### config.mk
export PLATFORM = sky130hd
export DESIGN_NAME = dep_matrix_issue
export DESIGN_NICKNAME = d
export VERILOG_FILES = /design/src/rtl/dep_matrix_issue_pkg.sv /design/src/rtl/dep_matrix_issue_rr_picker.sv /design/src/rtl/dep_matrix_issue.sv
export SDC_FILE = /design/constraint.sdc
export NUM_CORES = 1
export LEC_CHECK = 0
export ABC_AREA = 1
export BUFFER_PORTS_ARGS = -buffer_cell sky130_fd_sc_hd__buf_2
export CORE_MARGIN = 1
export CORE_UTILIZATION = 60
export CTS_CLUSTER_SIZE = 20
export DETAILED_ROUTE_END_ITERATION = 8
export GPL_TIMING_DRIVEN = 0
export PLACE_DENSITY_LB_ADDON = 0.2
export SYNTH_ARGS = -nofsm -noshare
export SYNTH_HDL_FRONTEND = slang
export SYNTH_SLANG_ARGS = --single-unit
### constraint.sdc
create_clock -name clk -period 14.5 [get_ports clk]
set_input_delay 2.9 -clock clk [delete_from_list [all_inputs] [get_ports clk]]
set_output_delay 2.9 -clock clk [all_outputs]
set_load 0.02 [all_outputs]
### src/rtl/dep_matrix_issue_pkg.sv
`default_nettype none
// ============================================================================
// Module   : dep_matrix_issue_pkg
// Purpose  : Shared definitions for the dependency-matrix scheduler and the
//            upstream register-dependency tracker: default buffer depth,
//            derived slot index width, slot index type, output FSM state
//            encodings and a one-hot helper.
// Ports    : none (package)
// Revision : 1.0 - initial release
// ============================================================================
package dep_matrix_issue_pkg;

    localparam int c_BS = 16;
    localparam int c_IW = $clog2(c_BS);

    typedef logic [c_IW-1:0] slot_idx_t;

    // Output FSM: IDLE has nothing presented, HOLD presents issue_index.
    localparam logic [0:0] c_ST_IDLE = 1'b0;
    localparam logic [0:0] c_ST_HOLD = 1'b1;

    function automatic logic [c_BS-1:0] onehot(input slot_idx_t idx);
        onehot      = '0;
        onehot[idx] = 1'b1;
    endfunction

endpackage
`default_nettype wire

### src/rtl/dep_matrix_issue_rr_picker.sv
`default_nettype none
// ============================================================================
// Module   : rr_picker
// Purpose  : Round-robin selector. Returns the first set request bit found
//            searching upward from i_ptr, wrapping at N.
// Ports    : i_req   - N-bit request vector
//            i_ptr   - search start index
//            o_grant - index of the selected request
//            o_found - at least one request is set
// Revision : 1.0 - initial release
// ============================================================================
module rr_picker #(
    parameter int N  = 16,
    parameter int IW = $clog2(N)
) (
    input  logic [N-1:0]  i_req,
    input  logic [IW-1:0] i_ptr,
    output logic [IW-1:0] o_grant,
    output logic          o_found
);

    logic [N-1:0]  w_rot;
    logic [IW-1:0] w_off;

    // Rotate so that bit 0 corresponds to i_ptr; IW-bit index arithmetic
    // wraps naturally because N is a power of two.
    always_comb begin
        w_rot = '0;
        for (int k = 0; k < N; k++) begin
            w_rot[k] = i_req[i_ptr + IW'(k)];
        end
    end

    // Lowest set bit of the rotated vector wins (scan down, last hit sticks).
    always_comb begin
        w_off = '0;
        for (int k = N - 1; k >= 0; k--) begin
            if (w_rot[k]) begin
                w_off = IW'(k);
            end
        end
    end

    assign o_found = |i_req;
    assign o_grant = i_ptr + w_off;

endmodule
`default_nettype wire

### src/rtl/dep_matrix_issue.sv
`default_nettype none
// ============================================================================
// Module   : dep_matrix_issue
// Purpose  : BS x BS wait-matrix scheduler. Each buffer slot holds a row of
//            slots it waits on; completions clear columns, and slots with an
//            empty row are issued round-robin through a registered
//            valid/ready output.
// Ports    : clk, rst              - clock, async active-high reset
//            wr_valid/index/dep    - install a dependency row
//            cpl_valid/index       - slot completion strobe
//            issue_ready           - execute stage accepts
//            issue_valid/index     - slot presented for issue
//            ready_vec             - valid, unissued, dependency-free slots
//            occupancy             - number of valid slots
//            err_overwrite/err_cpl - one-cycle error pulses
//            stat_issued/stat_stall (only with DEP_MATRIX_STATS_EN defined)
// Options  : DEP_MATRIX_STATS_EN adds accepted-issue and stall counters.
// Revision : 1.0 - initial release
// ============================================================================
module dep_matrix_issue
    import dep_matrix_issue_pkg::*;
#(
    parameter int BS = c_BS
) (
    input  logic                     clk,
    input  logic                     rst,
    input  logic                     wr_valid,
    input  logic [$clog2(BS)-1:0]    wr_index,
    input  logic [BS-1:0]            wr_dep,
    input  logic                     cpl_valid,
    input  logic [$clog2(BS)-1:0]    cpl_index,
    input  logic                     issue_ready,
    output logic                     issue_valid,
    output logic [$clog2(BS)-1:0]    issue_index,
    output logic [BS-1:0]            ready_vec,
    output logic [$clog2(BS):0]      occupancy,
    output logic                     err_overwrite,
    output logic                     err_cpl
`ifdef DEP_MATRIX_STATS_EN
    ,
    output logic [31:0]              stat_issued,
    output logic [31:0]              stat_stall
`endif
);

    localparam int IW = $clog2(BS);
    localparam logic [BS-1:0] c_ONE = BS'(1);

    logic [BS-1:0] r_valid;
    logic [BS-1:0] r_issued;
    logic [BS-1:0] r_dep [BS];
    logic [IW-1:0] r_ptr;
    logic [IW:0]   r_occ;
    logic [0:0]    r_state;

    logic [0:0]    w_state_nxt;
    logic          w_load;
    logic          w_cpl_ok;
    logic [BS-1:0] w_cpl_mask;
    logic [BS-1:0] w_wr_mask;
    logic [BS-1:0] w_acc_mask;
    logic [BS-1:0] w_valid_after_cpl;
    logic          w_wr_new;
    logic          w_accept;
    logic [BS-1:0] w_cand;
    logic [IW-1:0] w_pick_ptr;
    logic [IW-1:0] w_grant;
    logic          w_found;

    // ---------------------------------------------------------------------
    // Completion, write and accept decode
    // ---------------------------------------------------------------------
    assign w_cpl_ok          = cpl_valid & r_valid[cpl_index] & r_issued[cpl_index];
    assign w_cpl_mask        = w_cpl_ok ? (c_ONE << cpl_index) : '0;
    assign w_wr_mask         = wr_valid ? (c_ONE << wr_index) : '0;
    assign w_valid_after_cpl = r_valid & ~w_cpl_mask;
    // A slot freed by a same-index completion counts as empty for the write.
    assign w_wr_new          = wr_valid & ~w_valid_after_cpl[wr_index];
    assign w_accept          = issue_valid & issue_ready;
    assign w_acc_mask        = w_accept ? (c_ONE << issue_index) : '0;

    // ---------------------------------------------------------------------
    // Per-slot state
    // ---------------------------------------------------------------------
    always_ff @(posedge clk or posedge rst) begin
        if (rst) begin
            r_valid  <= '0;
            r_issued <= '0;
        end else begin
            r_valid  <= w_valid_after_cpl | w_wr_mask;
            // A fresh install always starts unissued, even over an accept.
            r_issued <= ((r_issued & ~w_cpl_mask) | w_acc_mask) & ~w_wr_mask;
        end
    end

    always_ff @(posedge clk or posedge rst) begin
        if (rst) begin
            for (int r = 0; r < BS; r++) begin
                r_dep[r] <= '0;
            end
        end else begin
            for (int r = 0; r < BS; r++) begin
                if (wr_valid && (wr_index == IW'(r))) begin
                    // Drop waits on empty/completing slots and on itself.
                    r_dep[r] <= wr_dep & w_valid_after_cpl & ~w_wr_mask;
                end else begin
                    r_dep[r] <= r_dep[r] & ~w_cpl_mask;
                end
            end
        end
    end

    always_ff @(posedge clk or posedge rst) begin
        if (rst) begin
            r_occ         <= '0;
            err_overwrite <= 1'b0;
            err_cpl       <= 1'b0;
        end else begin
            r_occ         <= r_occ + {{IW{1'b0}}, w_wr_new} - {{IW{1'b0}}, w_cpl_ok};
            err_overwrite <= wr_valid & w_valid_after_cpl[wr_index];
            err_cpl       <= cpl_valid & ~w_cpl_ok;
        end
    end

    assign occupancy = r_occ;

    generate
        for (genvar i = 0; i < BS; i++) begin : g_ready
            assign ready_vec[i] = r_valid[i] & ~r_issued[i] & ~(|r_dep[i]);
        end
    endgenerate

    // ---------------------------------------------------------------------
    // Round-robin pick. On an accept the search starts just past the
    // accepted slot and that slot is excluded, since its issued bit only
    // lands at this edge.
    // ---------------------------------------------------------------------
    assign w_cand     = ready_vec & ~w_acc_mask;
    assign w_pick_ptr = w_accept ? (issue_index + IW'(1)) : r_ptr;

    rr_picker #(
        .N  (BS),
        .IW (IW)
    ) u_rr_picker (
        .i_req   (w_cand),
        .i_ptr   (w_pick_ptr),
        .o_grant (w_grant),
        .o_found (w_found)
    );

    always_ff @(posedge clk or posedge rst) begin
        if (rst) begin
            r_ptr <= '0;
        end else if (w_accept) begin
            r_ptr <= issue_index + IW'(1);
        end
    end

    // ---------------------------------------------------------------------
    // Output FSM
    // ---------------------------------------------------------------------
    always_ff @(posedge clk or posedge rst) begin
        if (rst) begin
            r_state <= c_ST_IDLE;
        end else begin
            r_state <= w_state_nxt;
        end
    end

    always_comb begin
        w_state_nxt = r_state;
        w_load      = 1'b0;
        case (r_state)
            c_ST_IDLE: begin
                if (w_found) begin
                    w_state_nxt = c_ST_HOLD;
                    w_load      = 1'b1;
                end
            end
            c_ST_HOLD: begin
                if (issue_ready) begin
                    w_state_nxt = w_found ? c_ST_HOLD : c_ST_IDLE;
                    w_load      = w_found;
                end
            end
            default: begin
                w_state_nxt = c_ST_IDLE;
            end
        endcase
    end

    always_comb begin
        issue_valid = (r_state == c_ST_HOLD);
    end

    always_ff @(posedge clk or posedge rst) begin
        if (rst) begin
            issue_index <= '0;
        end else if (w_load) begin
            issue_index <= w_grant;
        end
    end

`ifdef DEP_MATRIX_STATS_EN
    // ---------------------------------------------------------------------
    // Statistics counters (wrap on overflow)
    // ---------------------------------------------------------------------
    logic [31:0] r_stat_issued;
    logic [31:0] r_stat_stall;

    always_ff @(posedge clk or posedge rst) begin
        if (rst) begin
            r_stat_issued <= '0;
            r_stat_stall  <= '0;
        end else begin
            if (w_accept) begin
                r_stat_issued <= r_stat_issued + 32'd1;
            end
            if (issue_valid && !issue_ready) begin
                r_stat_stall <= r_stat_stall + 32'd1;
            end
        end
    end

    assign stat_issued = r_stat_issued;
    assign stat_stall  = r_stat_stall;
`endif

endmodule
`default_nettype wire
==> results summary, run 1 <==
The run finished with clean final reports. The residual antenna-violating net count after detailed routing came out at 0. The number of hold violations in the final report is 0. Setup repair after global routing left no endpoint under its margin. The buffers inserted during post-CTS setup optimization came out at 0. By startpoint and endpoint, the worst setup path is classified as primary input to flip-flop.

The achievable frequency came out at 148.8 MHz. The worst supply voltage drop on vdd came out at ~0.18 mV. The x dimension of the die is between 150 and 200 um. After detailed routing, the average wire length per cell comes to roughly 22 um. The number of input and output port buffers inserted is 56.

The cell that appears most often on the critical path is sky130_fd_sc_hd__nand2_1. The largest single stage delay on the critical path is slightly below 600 ps. The total number of vias came out at approximately 15,000. The endpoint arrival time on the critical path is about 7000 ps. Of the synthesized area, sequential elements account for 0.4951. The average instance in the mapped netlist occupies just under 8 um^2. The worst setup path is launched from a primary input. The number of iterations in the first detailed-routing pass came out at 6. Setup violations remaining at the end of the flow were counted as 0. In this run the worst path has a maximum fanout of 10. Clock tree synthesis inserted a total of 31 buffers.

The tree is rooted in a sky130_fd_sc_hd__clkbuf_16. The signal on the critical path passes through buf_2 -> nand2_1 -> o22a_1 -> o21ai_0 -> nor3_1 -> o21ai_1 -> a31oi_4 -> nand3_1 -> nand2_1 -> inv_1 -> nand2_1 -> nand2_1 -> nor2_1 -> nor2_1 -> nor2_1 -> nand3_1 -> ha_1 -> inv_1 -> ha_1 -> inv_1 -> fa_1 -> o21ai_0 -> xor2_1. Of the cells placed in the final design, the portion with a size suffix greater than 1 is 0.08289.

The initial antenna violation count is 0. The final routed DRC violation total is 0. The hold-fix buffer count after cts came out at 0. The clock sink count came out at a little over 300.

The number of vias per cell after detailed routing came out at 6.296. The number of I/O pins is 57. The headroom to the max-slew limit came out at 0.2285. The number of max-slew violations in the final report is 0. The remaining global-route overflow came out at 0. The first-pass GRT wire length came out at just over 80,000 um. The path category of the worst min-delay check is flip-flop to flip-flop.

Relative to the synthesized area, the layout overhead comes to 11.86%. The final layout net count came out at ~2,100. The count of synthesis-stage warnings from yosys is 0. The floorplan step defined a die boundary enclosing roughly 26,000 um^2. Hold timing on the final database bottoms out at a slack of between 400 and 500 ps. The global router's overall resource usage is 0.4124.

The cell area after synthesis came out at 15,370 um^2. The number of max-cap violations is 0. The floorplan step defined a core boundary enclosing roughly 25,000 um^2.

The number of cells on the worst reg-to-reg path is 32. The clock tree from TritonCTS is yes. The count of flip-flops with a built-in enable after synthesis came out at 0. The nature of the critical path endpoint is a flip-flop. The leakage power came out at 8.653 nW.

The post-cts resize count came out at 0. The share of the clock period used by the worst path after layout is 0.4635. The final total negative setup slack is 0 ps. At the pin with the least slew margin, the transition time is roughly 1200 ps. The number of placement rows came out at 58.

The maximum number of pins on one net before global-route repair came out at between 100 and 150. The async set-or-reset flop fraction in the synthesized netlist came out at 1.000. Counting instances, the worst hold path has a depth of 2.

After legalization and detailed placement, the total HPWL measured between 30,000 and 40,000 um. The final worst clock skew is 21.34 ps. Synthesis produced a netlist with a net count of approximately 2,000.

CTS built an H-tree with a depth of 1. The die is around 160 um tall. In the synthesized netlist the dominant register cell turns out to be sky130_fd_sc_hd__dfrtp_1. The routed wire length is roughly 53,000 um.

The number of unique standard cell types used by synthesis is 48. The initial cell density of the core came out at 0.6102. 0 antenna diodes ended up in the layout.

Synthesis inferred 304 register bits. Routability-driven placement finished with a final weighted congestion of roughly 1. The maximum buffer depth of the clock tree came out at 3. The fill cell total of the finished layout came out at around 2,100.

The clock reaches the later pin of the worst-skew pair after 570 ps. The clock-pin slew of the registers on the worst-case setup and hold paths came out at approximately 60 ps. The violation count after the first detailed-routing iteration is approximately 2,300. The post-layout minimum cycle time is ~6700 ps. Synthesis handed over a netlist of between 1,500 and 2,000 instances.

The data required time at the worst endpoint is 14,980 ps. The power per cell area came out at around 190 nW/um^2. The number of global-route vias before repair came to 14,050. For this design, the slowest cell found on the critical path is sky130_fd_sc_hd__nand3_1.
## power by group
group          total, mW  switching [mW]  internal (mW)
clock network      0.834           0.345          0.489
logic               1.29           0.848          0.438
registers           1.16           0.133           1.03
total               3.29            1.33           1.96
## synth_stat cells, types with 10 or more instances
master | instances | area share
sky130_fd_sc_hd__a21oi_1 | 22 | 0.0072
sky130_fd_sc_hd__nand2_1 | 364 | 0.089
sky130_fd_sc_hd__nor4_1 | 31 | 0.013
sky130_fd_sc_hd__dfrtp_1 | 304 | 0.50
sky130_fd_sc_hd__nand3_1 | 303 | 0.099
sky130_fd_sc_hd__nand4_1 | 29 | 0.012
sky130_fd_sc_hd__ha_1 | 22 | 0.018
sky130_fd_sc_hd__nor2_1 | 247 | 0.060
sky130_fd_sc_hd__clkbuf_1 | 75 | 0.018
sky130_fd_sc_hd__inv_2 | 12 | 0.0029
sky130_fd_sc_hd__o21ai_0 | 244 | 0.079
sky130_fd_sc_hd__nor3_1 | 13 | 0.0042
sky130_fd_sc_hd__o22ai_1 | 13 | 0.0053
sky130_fd_sc_hd__xor2_1 | 10 | 0.0057
sky130_fd_sc_hd__inv_1 | 159 | 0.039
## layout make-up
cell class | count | area (um^2) | share of cell area
well taps | 330 | 412.9 | 0.02402
multi-input cells | 1385 | 6750 | 0.3927
inverters | 173 | 659.4 | 0.03836
repair buffers | 58 | 335.3 | 0.01951
flip-flops and latches | 304 | 7607 | 0.4426
plain buffers | 85 | 356.6 | 0.02075
clock buffers | 49 | 963.4 | 0.05605
clock inverters | 9 | 103.9 | 0.006042
## logic make-up (layout without fill, tap and decap cells)
| kind of cell | Yosys count | in the layout | share of synthesized area |
|---|---|---|---|
| and+or+nand+nor | 1029 | 1029 | 0.2970 |
| AOI/OAI and AO/OA | 318 | 318 | 0.1138 |
| adders and majority gates | 24 | 24 | 0.02052 |
| buffers and inverters | 258 | 374 | 0.06563 |
| DFF | 304 | 304 | 0.4951 |
| xor gates and xnor gates | 14 | 14 | 0.007979 |
## per-stage QoR
step / total power, mW / utilization / worst slack [ps] / cells / instance area, um^2
2_1_floorplan: 2.082 / - / 3197 / 1947 / 15370
3_3_place_gp: 2.382 / 0.6377 / 142.5 / 2333 / 16060
3_5_place_dp: 2.433 / 0.6402 / 7350 / 2335 / 16120
4_1_cts: 3.261 / 0.6826 / 7911 / 2393 / 17190
5_1_grt: 3.503 / 0.6826 / 7535 / 2393 / 17190
6_report: 3.286 / 0.6826 / 7779 / 2393 / 17190
## final timing paths
| path | start | to | slack, ps |
|---|---|---|---|
| setup / recovery | cpl_index[1] | occupancy[4]$_DFF_PP0_ | 7780 |
| hold / removal | r_valid[9]$_DFF_PP0_ | r_valid[9]$_DFF_PP0_ | 500 |
| setup reg to reg | issue_index[0]$_DFFE_PP0P_ | issue_index[3]$_DFFE_PP0P_ | 9700 |
| hold reg to reg | r_valid[9]$_DFF_PP0_ | r_valid[9]$_DFF_PP0_ | 500 |
| max in group asynchronous | rst | r_dep[123]$_DFF_PP0_ | 11170 |
| min in group asynchronous | rst | r_dep[134]$_DFF_PP0_ | 2340 |
## cell usage in the layout (no fill, tap or decap), types with 3 or more instances in the layout
cell,count
sky130_fd_sc_hd__nor3_1,13
sky130_fd_sc_hd__dfrtp_1,304
sky130_fd_sc_hd__buf_2,62
sky130_fd_sc_hd__clkinv_2,4
sky130_fd_sc_hd__o22ai_1,13
sky130_fd_sc_hd__nor4_1,31
sky130_fd_sc_hd__nor2_1,247
sky130_fd_sc_hd__nand3_1,303
sky130_fd_sc_hd__o21ai_4,3
sky130_fd_sc_hd__xnor2_1,4
sky130_fd_sc_hd__clkbuf_8,12
sky130_fd_sc_hd__nand2_1,364
sky130_fd_sc_hd__buf_6,4
sky130_fd_sc_hd__nand2_4,4
sky130_fd_sc_hd__ha_1,22
sky130_fd_sc_hd__inv_2,12
sky130_fd_sc_hd__clkbuf_1,81
sky130_fd_sc_hd__or2_1,6
sky130_fd_sc_hd__and3_1,9
sky130_fd_sc_hd__or2_2,6
sky130_fd_sc_hd__a31oi_1,8
sky130_fd_sc_hd__o21ai_0,244
sky130_fd_sc_hd__nand3_2,7
sky130_fd_sc_hd__o21ai_1,6
sky130_fd_sc_hd__clkbuf_16,31
sky130_fd_sc_hd__nand4_1,29
sky130_fd_sc_hd__a22o_1,4
sky130_fd_sc_hd__nand2_2,6
sky130_fd_sc_hd__a21oi_1,22
sky130_fd_sc_hd__inv_1,158
sky130_fd_sc_hd__xor2_1,10
sky130_fd_sc_hd__o21ai_2,4
## sequential cells by signal, summed over array words and instances, names as in the netlist
| signal | flops |
|---|---|
| issue_index | 4 |
| r_issued | 16 |
| r_valid | 16 |
| occupancy | 5 |
| r_ptr | 4 |
| r_dep | 256 |
| err_overwrite | 1 |
| issue_valid | 1 |
| err_cpl | 1 |
## routing by layer
| layer | routed length [um] | track usage | up-vias |
|---|---|---|---|
| li1 | - | - | 6661 |
| met1 | 20130 | 0.5587 | 7202 |
| met2 | 22870 | 0.6178 | 978 |
| met3 | 6622 | 0.09295 | 226 |
| met4 | 3333 | 0.2256 | 0 |
| met5 | 0 | 0 | - |
## worst max-delay path: cells and delay by family
| family | cells | cell delay (ps) |
|---|---|---|
| xor+xnor | 1 | 160 |
| compound gates | 5 | 920 |
| fa+ha+maj | 3 | 940 |
| buf+inv | 4 | 360 |
| simple gates | 10 | 1910 |
No activity file was read; power rests on OpenSTA's default activity.
==> run 2, diff against run 1 <==
clock period = 6.5 ns   (was 14.5 ns; I/O delays follow)
==> run 2 against run 1 <==
Compared with the run above: sequential share of layout area fell by 0.077 points; clock power rose by 120%; final cell count rose by 0.13%; first-iteration DRC count fell by 8.1%; final area rose by 0.17%; clock-buffer cell count fell by 1; largest power group unchanged; non-clock buffer count rose by 5; critical path depth did not move; flip-flop and latch count did not move; utilization rose by 0.12 points; sequential power rose by 120%.
==> results summary, run 2 (synthesis gave the netlist of run 1 again) <==
The run finished with clean final reports. The measured slew at the worst slew-check pin is around 1200 ps. The largest individual stage delay along the critical path comes from the cell sky130_fd_sc_hd__nand3_1.

The number of hold violations in the final report came out at 0. The layout-stage area growth over the synthesis result came out at 12.06%. After floorplanning, the core was sized to cover roughly 25,000 um^2. STA classifies the critical path endpoint as a flip-flop. The largest registers in the layout are r_dep x256, r_issued x16, r_valid x16. The sequential cells in the finished layout cover a total of about 7600 um^2. The most frequent standard cell in the layout excluding fill and tap cells is sky130_fd_sc_hd__nand2_1.

The tool flagged a number of max-cap violations equal to 0. The critical path startpoint is cpl_index[1]. In this run the static leakage power is between 8 and 9 nW.

The post-cts resize count came out at 0. The clock sink count came out at between 300 and 400. The post-placement cell count came out at about 2,300. The routed length per instance is 22.56 um. Clock-pin slew was measured on the worst setup and hold paths at roughly 60 ps. The achievable frequency came out at about 190 MHz. The fill cell total of the finished layout came out at between 2,000 and 2,500. The worst supply voltage drop on vdd came out at roughly 0.35 mV. The final total negative setup slack came out at 0 ps. The worst hold slack across all endpoints came out at between 500 and 600 ps. Dividing the final minimum period by the clock period gives 0.8152. The first-pass GRT wire length came out at 82,070 um. On the final layout, the worst clock skew is ~25 ps. The number of max-slew violations in the final report was 0. The worst register-to-register path begins at issue_index[0]$_DFFE_PP0P_. The critical-path maximum fanout is 10. For this design the top-level I/O count stands at 57. In the routed design, unresolved DRC markers number 0. For this run the aggregate overflow at the end of global routing stands at 0. The endpoint of the worst setup timing path is occupancy[4]$_DFF_PP0_. TritonCTS built the clock tree. The data required time at the worst endpoint came out at between 6000 and 7000 ps. The number of clock buffers inserted by TritonCTS is 34. The utilization of the core after routing came out at 0.6838. The routed wire length came out at between 50,000 and 60,000 um. The initial cell density of the core came out at 0.6102. The library cells used most frequently in the layout, excluding fill and tap cells, are sky130_fd_sc_hd__nand2_1, sky130_fd_sc_hd__dfrtp_1, sky130_fd_sc_hd__nand3_1, sky130_fd_sc_hd__nor2_1, sky130_fd_sc_hd__o21ai_0. In this run, post-CTS hold repair placed 0 buffers.

The detailed router finished its first iteration with 2,132 violations. The die boundary height came out at 162.0 um. The buffers inserted during post-CTS setup optimization came out at 0. The power per cell area came out at 424.3 nW/um^2. Walking the worst path, the cells encountered are buf_2 -> nand2_1 -> o22a_1 -> o21ai_0 -> nor3_1 -> o21ai_1 -> a31oi_4 -> nand3_1 -> nand2_1 -> inv_1 -> nand2_1 -> nand2_1 -> nor2_1 -> nor2_1 -> nor2_1 -> nand3_1 -> ha_1 -> inv_1 -> ha_1 -> inv_1 -> fa_1 -> o21ai_0 -> xor2_1.

The clock latency of the later-clocked register in the worst-skew pair came out at ~530 ps. The global router's overall resource usage came out at 0.4209. The layout cell share with drive strength beyond 1 is 0.08184.

The worst setup path is launched from a primary input. The register with the most flip-flops in the layout has 256 of them. The clock root buffer master is sky130_fd_sc_hd__clkbuf_16. The worst setup path is of the primary input to flip-flop kind. The final layout net count is around 2,100. The overall power of the completed layout is about 7.3 mW. The congestion estimate from routability-driven global placement came to roughly 1. The worst slack at placement is 906.4 ps. The endpoint arrival time on the critical path is about 5700 ps. Once detailed placement completed, the half-perimeter wirelength came to around 37,000 um. Counting flops per register, the top entry is r_dep. The post-layout minimum cycle time came out at 5299 ps. The initial antenna violation count came to 2. In this run the remaining antenna-violating nets after routing total 0. The most prevalent standard cell on the critical path is sky130_fd_sc_hd__nand2_1. The delay of the slowest cell on the worst path is about 550 ps. The floorplan has 58 rows.

The number of iterations in the first detailed-routing pass came out at 7. Setup repair after global routing left no endpoint under its margin. The number of setup violations in the final report is 0. The die covers around 26,000 um^2. The endpoint of the most critical register-to-register path is issue_index[3]$_DFFE_PP0P_. The worst reg-to-reg path cell count came out at 24. The x dimension of the die came out at approximately 160 um. The headroom to the max-slew limit came out at 0.1889. The number of levels the H-tree was split into is 2. After layout, the worst setup slack is 1201 ps.

The total number of vias is around 15,000. The design area came out at approximately 17,000 um^2. The multi-input combinational cell area is between 6000 and 7000 um^2.

The number of input and output port buffers inserted is 56. The number of vias per cell after detailed routing came out at around 6.4. The clock passes through at most 3 buffers. The final standard cell count with taps included and fillers excluded is 2,396. The maximum number of pins on one net before global-route repair came out at 45. The cell area after placement is 16,200 um^2. The path category of the worst min-delay check is flip-flop to flip-flop. The register-to-register setup slack is ~1600 ps. The number of global-route vias before repair is ~14,000.
-- run 2: cell count changes in the layout (fill, tap and decap cells not counted), moves of 2 or more --
| cell | previous run | this run |
|---|---|---|
| sky130_fd_sc_hd__clkbuf_16 | 31 | 35 |
| sky130_fd_sc_hd__bufinv_16 | 2 | 0 |
| sky130_fd_sc_hd__clkbuf_1 | 81 | 85 |
| sky130_fd_sc_hd__buf_16 | 2 | 0 |
| sky130_fd_sc_hd__clkbuf_8 | 12 | 3 |
| sky130_fd_sc_hd__buf_12 | 0 | 7 |
-- run 2: worst min-delay path by stage --
stage          cells past startpoint                  from              endpoint
2_1_floorplan                      2  r_dep[169]$_DFF_PP0_  r_dep[169]$_DFF_PP0_
3_3_place_gp                       2  r_dep[124]$_DFF_PP0_  r_dep[124]$_DFF_PP0_
3_5_place_dp                       2   r_dep[41]$_DFF_PP0_   r_dep[41]$_DFF_PP0_
4_1_cts                            2  r_dep[248]$_DFF_PP0_  r_dep[248]$_DFF_PP0_
5_1_grt                            2  r_dep[149]$_DFF_PP0_  r_dep[149]$_DFF_PP0_
6_report                           2  r_dep[165]$_DFF_PP0_  r_dep[165]$_DFF_PP0_
-- run 2: where the power goes --
part	total (mW)	switching [mW]	leakage, nW	internal, mW
clock network	1.81	0.785	0.491	1.03
registers	2.60	0.300	3.99	2.30
logic	2.89	1.91	4.17	0.979
total	7.31	3.00	8.65	4.31
-- run 2: cell type report --
cell class,count,share of cell area
repair buffers,63,0.02442
inverters,173,0.03808
clock inverters,7,0.003415
multi-input cells,1385,0.3920
plain buffers,85,0.02071
clock buffers,48,0.05544
flip-flops and latches,304,0.4418
well taps,330,0.02398
diodes,1,0.0001453
-- run 2: layer usage --
layer / global-route usage / routed length (um) / vias up
li1: - / - / 6685
met3: 0.08887 / 6531 / 248
met4: 0.2710 / 3805 / 2
met5: 0 / 16 / -
met2: 0.6330 / 23570 / 1034
met1: 0.5550 / 20130 / 7336
-- run 2: critical path: cells and delay by family --
kind	cells	cell delay (ps)
XOR/XNOR	1	170
adder cells (fa/ha/maj)	3	950
buffers and inverters	4	380
AND/OR/NAND/NOR	10	1950
AO/OA/AOI/OAI	5	960
